===== config.mk =====
export PLATFORM = sky130hd
export DESIGN_NAME = conv_stream_driver
export DESIGN_NICKNAME = d
export VERILOG_FILES = /design/src/rtl/conv_stream_driver.sv
export SDC_FILE = /design/constraint.sdc
export NUM_CORES = 2
export LEC_CHECK = 0
export ABC_CLOCK_PERIOD_IN_PS = 4950
export BUFFER_PORTS_ARGS = -buffer_cell sky130_fd_sc_hd__buf_2
export CORE_MARGIN = 4
export CORE_UTILIZATION = 50
export CTS_BUF_LIST = sky130_fd_sc_hd__clkbuf_4
export DETAILED_ROUTE_END_ITERATION = 7
export GPL_TIMING_DRIVEN = 0
export PLACE_DENSITY = 0.75
export SLEW_MARGIN = 20
export SYNTH_ARGS = -nofsm -noshare
export SYNTH_HDL_FRONTEND = slang
export SYNTH_SLANG_ARGS = --single-unit

===== constraint.sdc =====
create_clock -name clk -period 4.95 [get_ports clk]
set_input_delay 0.2475 -clock clk [delete_from_list [all_inputs] [get_ports clk]]
set_output_delay 0.2475 -clock clk [all_outputs]
set_load 0.1 [all_outputs]

===== src/rtl/conv_stream_driver.sv =====
// conv_stream_driver
// Host-side front end for the 2-channel conv accelerator.
// - The host loads one job (two 8x8 IFMDs and four 3x3/5x5 kernels) into a
//   local source RAM, then pulses start.
// - The job is streamed out on din/in_st_ifmd/in_st_kw with kw_is_5_5.
// - The two OFMD result streams, qualified by out_st, are captured into
//   result RAMs that the host can read back.
//
// Ports
//   clk, rst             clock, synchronous active-high reset
//   cfg_5x5              kernel size for the job (1 = 5x5), latched on start
//   src_we/addr/wdata    host write port into the source RAM (IDLE only)
//   start                launch a job (ignored while busy)
//   busy, done           job status; done held until the next accepted start
//   timeout_err          result stream missing or stalled, raised with done
//   din, in_st_ifmd,
//   in_st_kw, kw_is_5_5  stream towards the accelerator
//   out_st, dout_ofmd1/2 result stream from the accelerator
//   res_rd_addr/data1/2  host read port into the result RAMs, 1-cycle latency
module conv_stream_driver #(
  parameter int IFMD_WORDS     = 64,
  parameter int KW_WORDS_3     = 9,
  parameter int KW_WORDS_5     = 25,
  parameter int OFMD_WORDS_3   = 36,
  parameter int OFMD_WORDS_5   = 16,
  parameter int GAP_CYCLES     = 2,
  parameter int TIMEOUT_CYCLES = 4096
) (
  input  logic        clk,
  input  logic        rst,
  input  logic        cfg_5x5,
  input  logic        src_we,
  input  logic [7:0]  src_addr,
  input  logic [7:0]  src_wdata,
  input  logic        start,
  output logic        busy,
  output logic        done,
  output logic        timeout_err,
  output logic [7:0]  din,
  output logic        in_st_ifmd,
  output logic        in_st_kw,
  output logic        kw_is_5_5,
  input  logic        out_st,
  input  logic [15:0] dout_ofmd1,
  input  logic [15:0] dout_ofmd2,
  input  logic [5:0]  res_rd_addr,
  output logic [15:0] res_rd_data1,
  output logic [15:0] res_rd_data2
);

  typedef enum logic [2:0] {
    IDLE, PREFETCH, SEND_IFMD, GAP, SEND_KW, WAIT_OUT, CAPTURE, FIN
  } state_t;

  localparam int GAP_W = (GAP_CYCLES > 1) ? $clog2(GAP_CYCLES) : 1;
  localparam int TMO_W = $clog2(TIMEOUT_CYCLES);

  // Read-pointer values one past the last word of each section.
  localparam logic [7:0] IFMD_END = 8'(2 * IFMD_WORDS);
  localparam logic [7:0] KW_END_3 = 8'(2 * IFMD_WORDS + 4 * KW_WORDS_3);
  localparam logic [7:0] KW_END_5 = 8'(2 * IFMD_WORDS + 4 * KW_WORDS_5);
  localparam logic [5:0] CAP_LAST_3 = 6'(OFMD_WORDS_3 - 1);
  localparam logic [5:0] CAP_LAST_5 = 6'(OFMD_WORDS_5 - 1);
  localparam logic [GAP_W-1:0] GAP_LAST = GAP_W'(GAP_CYCLES - 1);
  localparam logic [TMO_W-1:0] TMO_LAST = TMO_W'(TIMEOUT_CYCLES - 1);

  state_t           state;
  logic             cfg_lat;
  logic [7:0]       rd_ptr;
  logic [GAP_W-1:0] gap_cnt;
  logic [TMO_W-1:0] tmo_cnt;
  logic [5:0]       cap_cnt;

  logic [7:0]  src_mem  [256];
  logic [15:0] res_mem1 [64];
  logic [15:0] res_mem2 [64];

  logic [7:0] kw_end;
  logic [5:0] cap_last;
  logic       res_we;

  assign kw_end   = cfg_lat ? KW_END_5 : KW_END_3;
  assign cap_last = cfg_lat ? CAP_LAST_5 : CAP_LAST_3;
  assign res_we   = !rst && out_st && (state == WAIT_OUT || state == CAPTURE);

  // NOTE: RAM arrays carry no reset so they map onto block RAM; their
  // contents survive rst and only the control state is cleared.
  always_ff @(posedge clk) begin
    if (src_we && state == IDLE) src_mem[src_addr] <= src_wdata;
  end

  always_ff @(posedge clk) begin
    if (res_we) begin
      res_mem1[cap_cnt] <= dout_ofmd1;
      res_mem2[cap_cnt] <= dout_ofmd2;
    end
  end

  // Read port registers sample the array before a same-cycle write lands,
  // so a collision returns the old word.
  always_ff @(posedge clk) begin
    if (rst) begin
      res_rd_data1 <= '0;
      res_rd_data2 <= '0;
    end else begin
      res_rd_data1 <= res_mem1[res_rd_addr];
      res_rd_data2 <= res_mem2[res_rd_addr];
    end
  end

  // The din register doubles as the source RAM read register: the word at
  // rd_ptr is loaded on the same edge that raises the matching strobe.
  // NOTE: all state here uses non-blocking assignments so every register
  // samples pre-edge values, independent of statement order.
  always_ff @(posedge clk) begin
    if (rst) begin
      state       <= IDLE;
      cfg_lat     <= 1'b0;
      rd_ptr      <= '0;
      gap_cnt     <= '0;
      tmo_cnt     <= '0;
      cap_cnt     <= '0;
      busy        <= 1'b0;
      done        <= 1'b0;
      timeout_err <= 1'b0;
      din         <= '0;
      in_st_ifmd  <= 1'b0;
      in_st_kw    <= 1'b0;
      kw_is_5_5   <= 1'b0;
    end else begin
      case (state)
        IDLE: begin
          if (start) begin
            state       <= PREFETCH;
            cfg_lat     <= cfg_5x5;
            rd_ptr      <= '0;
            cap_cnt     <= '0;
            tmo_cnt     <= '0;
            busy        <= 1'b1;
            done        <= 1'b0;
            timeout_err <= 1'b0;
          end
        end

        PREFETCH: begin
          din        <= src_mem[rd_ptr];
          rd_ptr     <= rd_ptr + 8'd1;
          in_st_ifmd <= 1'b1;
          kw_is_5_5  <= cfg_lat;
          state      <= SEND_IFMD;
        end

        SEND_IFMD: begin
          if (rd_ptr == IFMD_END) begin
            din        <= '0;
            in_st_ifmd <= 1'b0;
            gap_cnt    <= '0;
            state      <= GAP;
          end else begin
            din    <= src_mem[rd_ptr];
            rd_ptr <= rd_ptr + 8'd1;
          end
        end

        GAP: begin
          if (gap_cnt == GAP_LAST) begin
            din      <= src_mem[rd_ptr];
            rd_ptr   <= rd_ptr + 8'd1;
            in_st_kw <= 1'b1;
            state    <= SEND_KW;
          end else begin
            gap_cnt <= gap_cnt + GAP_W'(1);
          end
        end

        SEND_KW: begin
          if (rd_ptr == kw_end) begin
            din      <= '0;
            in_st_kw <= 1'b0;
            tmo_cnt  <= '0;
            state    <= WAIT_OUT;
          end else begin
            din    <= src_mem[rd_ptr];
            rd_ptr <= rd_ptr + 8'd1;
          end
        end

        // Both states capture identically; CAPTURE only records that the
        // result stream has begun. The timeout restarts on every valid word.
        WAIT_OUT, CAPTURE: begin
          if (out_st) begin
            tmo_cnt <= '0;
            cap_cnt <= cap_cnt + 6'd1;
            if (cap_cnt == cap_last) begin
              state     <= FIN;
              busy      <= 1'b0;
              done      <= 1'b1;
              kw_is_5_5 <= 1'b0;
            end else begin
              state <= CAPTURE;
            end
          end else if (tmo_cnt == TMO_LAST) begin
            state       <= FIN;
            busy        <= 1'b0;
            done        <= 1'b1;
            timeout_err <= 1'b1;
            kw_is_5_5   <= 1'b0;
          end else begin
            tmo_cnt <= tmo_cnt + TMO_W'(1);
          end
        end

        FIN: state <= IDLE;

        default: state <= IDLE;
      endcase
    end
  end

endmodule


==> impl_metrics.csv <==
group,metric,value,unit
outcome,status,"finished, violations left",
outcome,violations,"DRC, setup timing",
clock_tree,clkSinkCount,4181,
detailed_routing,met3_length,71500,um
yosys,ys_ff_latch,4181,
setup_path,crit_end,"din[1]",
die,io_pins,106,
final_layout,fill_cells,22500,
yosys,syn-cell-area,160000,um^2
final_layout,final_area,183000,um^2
final_layout,post-route-util,57.4,%
sta,rsz0062_at_grt,"false",
sta,slew_viol_final,0,
yosys,async_flop_share,0,%
power_and_ir_drop,power,75.4,mW
power_and_ir_drop,switchingPower,19.6,mW
setup_path,path_common_cell,"nand3_1",
setup_path,crit_type,"flip-flop to flip-flop",
setup_path,crit_chain,"buf_2, buf_1, clkbuf_2, clkbuf_1, nand3_1, nand3_1, o41ai_1, a311oi_1, o31ai_1",
setup_path,reg2reg_depth,9,
setup_path,reg2reg_to,"din[1]",
sta,final.period_utilization,102,%
detailed_routing,wirelength,473000,um
yosys,syn_nets,7194,
sta,relSlewSlack,6.49,%
setup_path,cp_slowest_cell,"clkbuf_1",
sta,clock_skew,0.176,ns
power_and_ir_drop,intPower,55.8,mW
sta,final_hold_viol_count,0,
die,core_area,319000,um^2
detailed_routing,dr_wl_met2,214000,um
placed_design,hpwl,300000,um
clock_tree,cts-root-buf,"clkbuf_4",
setup_path,crit_path_end_kind,"flip-flop",
placed_design,gp_congestion,0.987,
sta,setup_viol_count_final,2,
detailed_routing,firstDrtPassIters,8,
clock_tree,htreeDepth,6,
detailed_routing,drtIter0Drc,15500,
clock_tree,cts_setup_buffers,0,
power_and_ir_drop,power_frac_comb,12.1,%
flow_run,timing.max_cap.violations,0,
power_and_ir_drop,powerDensity,412,nW/um^2
clock_tree,clockBufferDepth,4,
detailed_routing,detailroute.via_count,87700,
global_route,grt_pass1_wl,655000,um
setup_path,critPathMaxFanout,11,
yosys,yosysSeqAreaShare,77.7,%
yosys,synth_edf_count,4096,
placed_design,place_ws,0.102,ns
die,die_w,574,um
power_and_ir_drop,p_clk_share,36.2,%
global_route,grt_remaining_overflow,0,
global_route,antenna_found_initial,40,
sta,fin_tns_setup,-0.104,ns
clock_tree,holdBufCountCts,93,
die,dieArea,330000,um^2
sta,worst_slack,-0.0881,ns
worst_hold_path,hold_class,"input pin to flip-flop",
detailed_routing,wl_per_cell,35.0,um
die,chipHeight,574,um
die,rows,207,
final_layout,drive_gt1_share,34.3,%
setup_path,r2r_slack,-0.09,ns
yosys,synth_ff_type,"edfxtp_1",
clock_tree,numCtsBuffers,965,
detailed_routing,ant_nets,0,
yosys,syn_area_per_cell,22.5,um^2
detailed_routing,top_layer_used,"met5",
placed_design,io_buffer_count,96,
power_and_ir_drop,p_sw_share,26.0,%
detailed_routing,drt-met1-wl,156000,um
sta,min_period,5.04,ns
sta,worstMarginPinSlew,1.40,ns
setup_path,startpoint_type,"flip-flop",
power_and_ir_drop,p_seq_share,51.7,%
setup_path,required,6.35,ns
setup_path,crit_arrival,6.44,ns
die,initial_utilization,50.3,%
clock_tree,clk_latency,1.55,ns
clock_tree,post_cts_resize_count,0,
placed_design,dpl_cell_area,169000,um^2
detailed_routing,vias_per_cell,6.50,
yosys,synth_cells,7130,
global_route,first_global_vias,87200,
yosys,ys_warn_count,0,
setup_path,crit_path_max_incr_delay,1.03,ns
final_layout,fin_nets,8499,
global_route,grt_max_degree,137,
sta,fmax,198,MHz
power_and_ir_drop,peakVddDrop,0.000396,V
power_and_ir_drop,power_leakage,57.5,nW
clock_tree,path_clk_slew,0.07,ns
yosys,synth_cell_types,71,
global_route,groute.usage.overall,28.2,%
final_layout,syn_to_final_growth,14.1,%
clock_tree,cts_tree,"yes",
detailed_routing,route.detailed.drc,1,
## per-stage QoR
step | std cells | hold WS [ns]
after global routing | 13500 | 0.0896
after global placement | 11500 | 0.496
after CTS | 13400 | 0.00916
after detailed placement | 11600 | 0.495
after floorplan | 7130 | 0.346
final | 13500 | 0.113
## sequential cells by signal (all words and copies together), names as in the netlist, 3 cells and up, named ones only
| signal | flops |
|---|---|
| res_mem2 | 1024 |
| src_mem | 2048 |
| rd_ptr | 8 |
| tmo_cnt | 12 |
| res_rd_data2 | 16 |
| state | 3 |
| cap_cnt | 6 |
| res_rd_data1 | 16 |
| res_mem1 | 1024 |
| din | 8 |
## area by class of cell
| cell class | instances | area, um^2 | share of cell area [%] |
|---|---|---|---|
| antenna | 27 | 67.6 | 0.0369 |
| buffer | 402 | 2050 | 1.12 |
| clock buffer | 1421 | 10700 | 5.83 |
| clock inverter | 294 | 1520 | 0.830 |
| inverter | 14 | 52.6 | 0.0287 |
| multi-input combinational | 2533 | 34200 | 18.7 |
| sequential | 4181 | 125000 | 68.1 |
| tap | 4284 | 5360 | 2.93 |
| timing repair buffer | 338 | 4480 | 2.45 |
## synthesized netlist by cell type, types with 5 or more instances
cell type / number / area share [%]
a2111oi_0: 8 / 0.044
a211oi_1: 61 / 0.29
a21oi_1: 70 / 0.22
a22o_1: 6 / 0.033
a22oi_1: 53 / 0.25
a311oi_1: 7 / 0.038
a31oi_1: 6 / 0.023
a41oi_1: 7 / 0.038
and2_1: 19 / 0.074
and3_1: 16 / 0.062
buf_1: 45 / 0.11
buf_2: 105 / 0.33
buf_4: 41 / 0.19
buf_6: 22 / 0.15
clkbuf_1: 187 / 0.44
dfxtp_1: 85 / 1.1
edfxtp_1: 4096 / 77
inv_1: 9 / 0.021
mux2_2: 7 / 0.049
mux2i_1: 199 / 1.2
mux4_2: 1115 / 16
nand2_1: 153 / 0.36
nand2b_1: 5 / 0.019
nand3_1: 48 / 0.15
nand3b_1: 5 / 0.023
nand4_1: 17 / 0.066
nor2_1: 395 / 0.92
nor2b_1: 37 / 0.14
nor3_1: 44 / 0.14
nor3b_1: 8 / 0.037
nor4_1: 14 / 0.055
o21ai_0: 40 / 0.12
o21ai_1: 5 / 0.016
o221ai_1: 48 / 0.26
o22ai_1: 51 / 0.20
o31ai_1: 11 / 0.051
o41ai_1: 6 / 0.033
or3_1: 6 / 0.023
xnor2_1: 12 / 0.066
xor2_1: 11 / 0.060
## power groups by stage
stage | clock network, mW | registers [mW] | logic, mW
2_1_floorplan | 0 | 40.1 | 4.68
3_3_place_gp | 0 | 39.8 | 8.49
3_5_place_dp | 0 | 39.8 | 8.71
4_1_cts | 27.3 | 39.0 | 8.83
5_1_grt | 29.4 | 39.0 | 9.23
6_report | 27.3 | 39.0 | 9.16
## worst min-delay path by stage
| stage | start | endpoint | slack, ns | cells past startpoint |
|---|---|---|---|---|
| 6_report | start | timeout_err | 0.11 | 5 |
| 5_1_grt | start | timeout_err | 0.09 | 5 |
| 4_1_cts | src_we | src_mem[232][1] | 0.009 | 5 |
| 3_5_place_dp | src_wdata[1] | src_mem[56][1] | 0.49 | 1 |
| 3_3_place_gp | in_st_kw | in_st_kw | 0.50 | 2 |
| 2_1_floorplan | dout_ofmd1[0] | res_mem1[0][0] | 0.35 | 0 |
## cell usage in the layout, fill, tap and decap left out, drive strengths merged, types with 14 or more instances in the layout
cell / n
edfxtp: 4096
clkbuf: 1612
mux4: 1115
buf: 444
nor2: 395
clkinv: 261
mux2i: 199
nand2: 153
dlygate4sd3: 105
dfxtp: 85
a21oi: 70
a211oi: 61
a22oi: 53
o22ai: 51
o221ai: 48
nand3: 48
o21ai: 45
nor3: 44
nor2b: 37
diode: 27
inv: 24
and2: 20
nand4: 17
and3: 16
nor4: 14
## critical path, delay by kind of cell (launching register included)
kind                   cells  cell delay (ns)
AO/OA/AOI/OAI              3             1.02
buffers and inverters      4             2.91
flip-flops                 1             0.71
AND/OR/NAND/NOR            2             0.31
## cell families after synthesis
group | count (synthesis) | share of synthesized area, %
buffers and inverters | 416 | 1.27
AND/OR/NAND/NOR | 782 | 2.15
XOR/XNOR | 23 | 0.126
flip-flops | 4181 | 77.7
AO/OA/AOI/OAI | 403 | 1.75
multiplexers | 1321 | 16.9
adder cells (fa/ha/maj) | 4 | 0.0312
## metal layers
metal | vias up | track usage [%]
li1 | 33600 | -
met1 | 44600 | 36.3
met2 | 8030 | 41.7
met3 | 1508 | 10.3
met4 | 34 | 15.8
met5 | - | 0.416
Power figures use the tool's default switching activity.
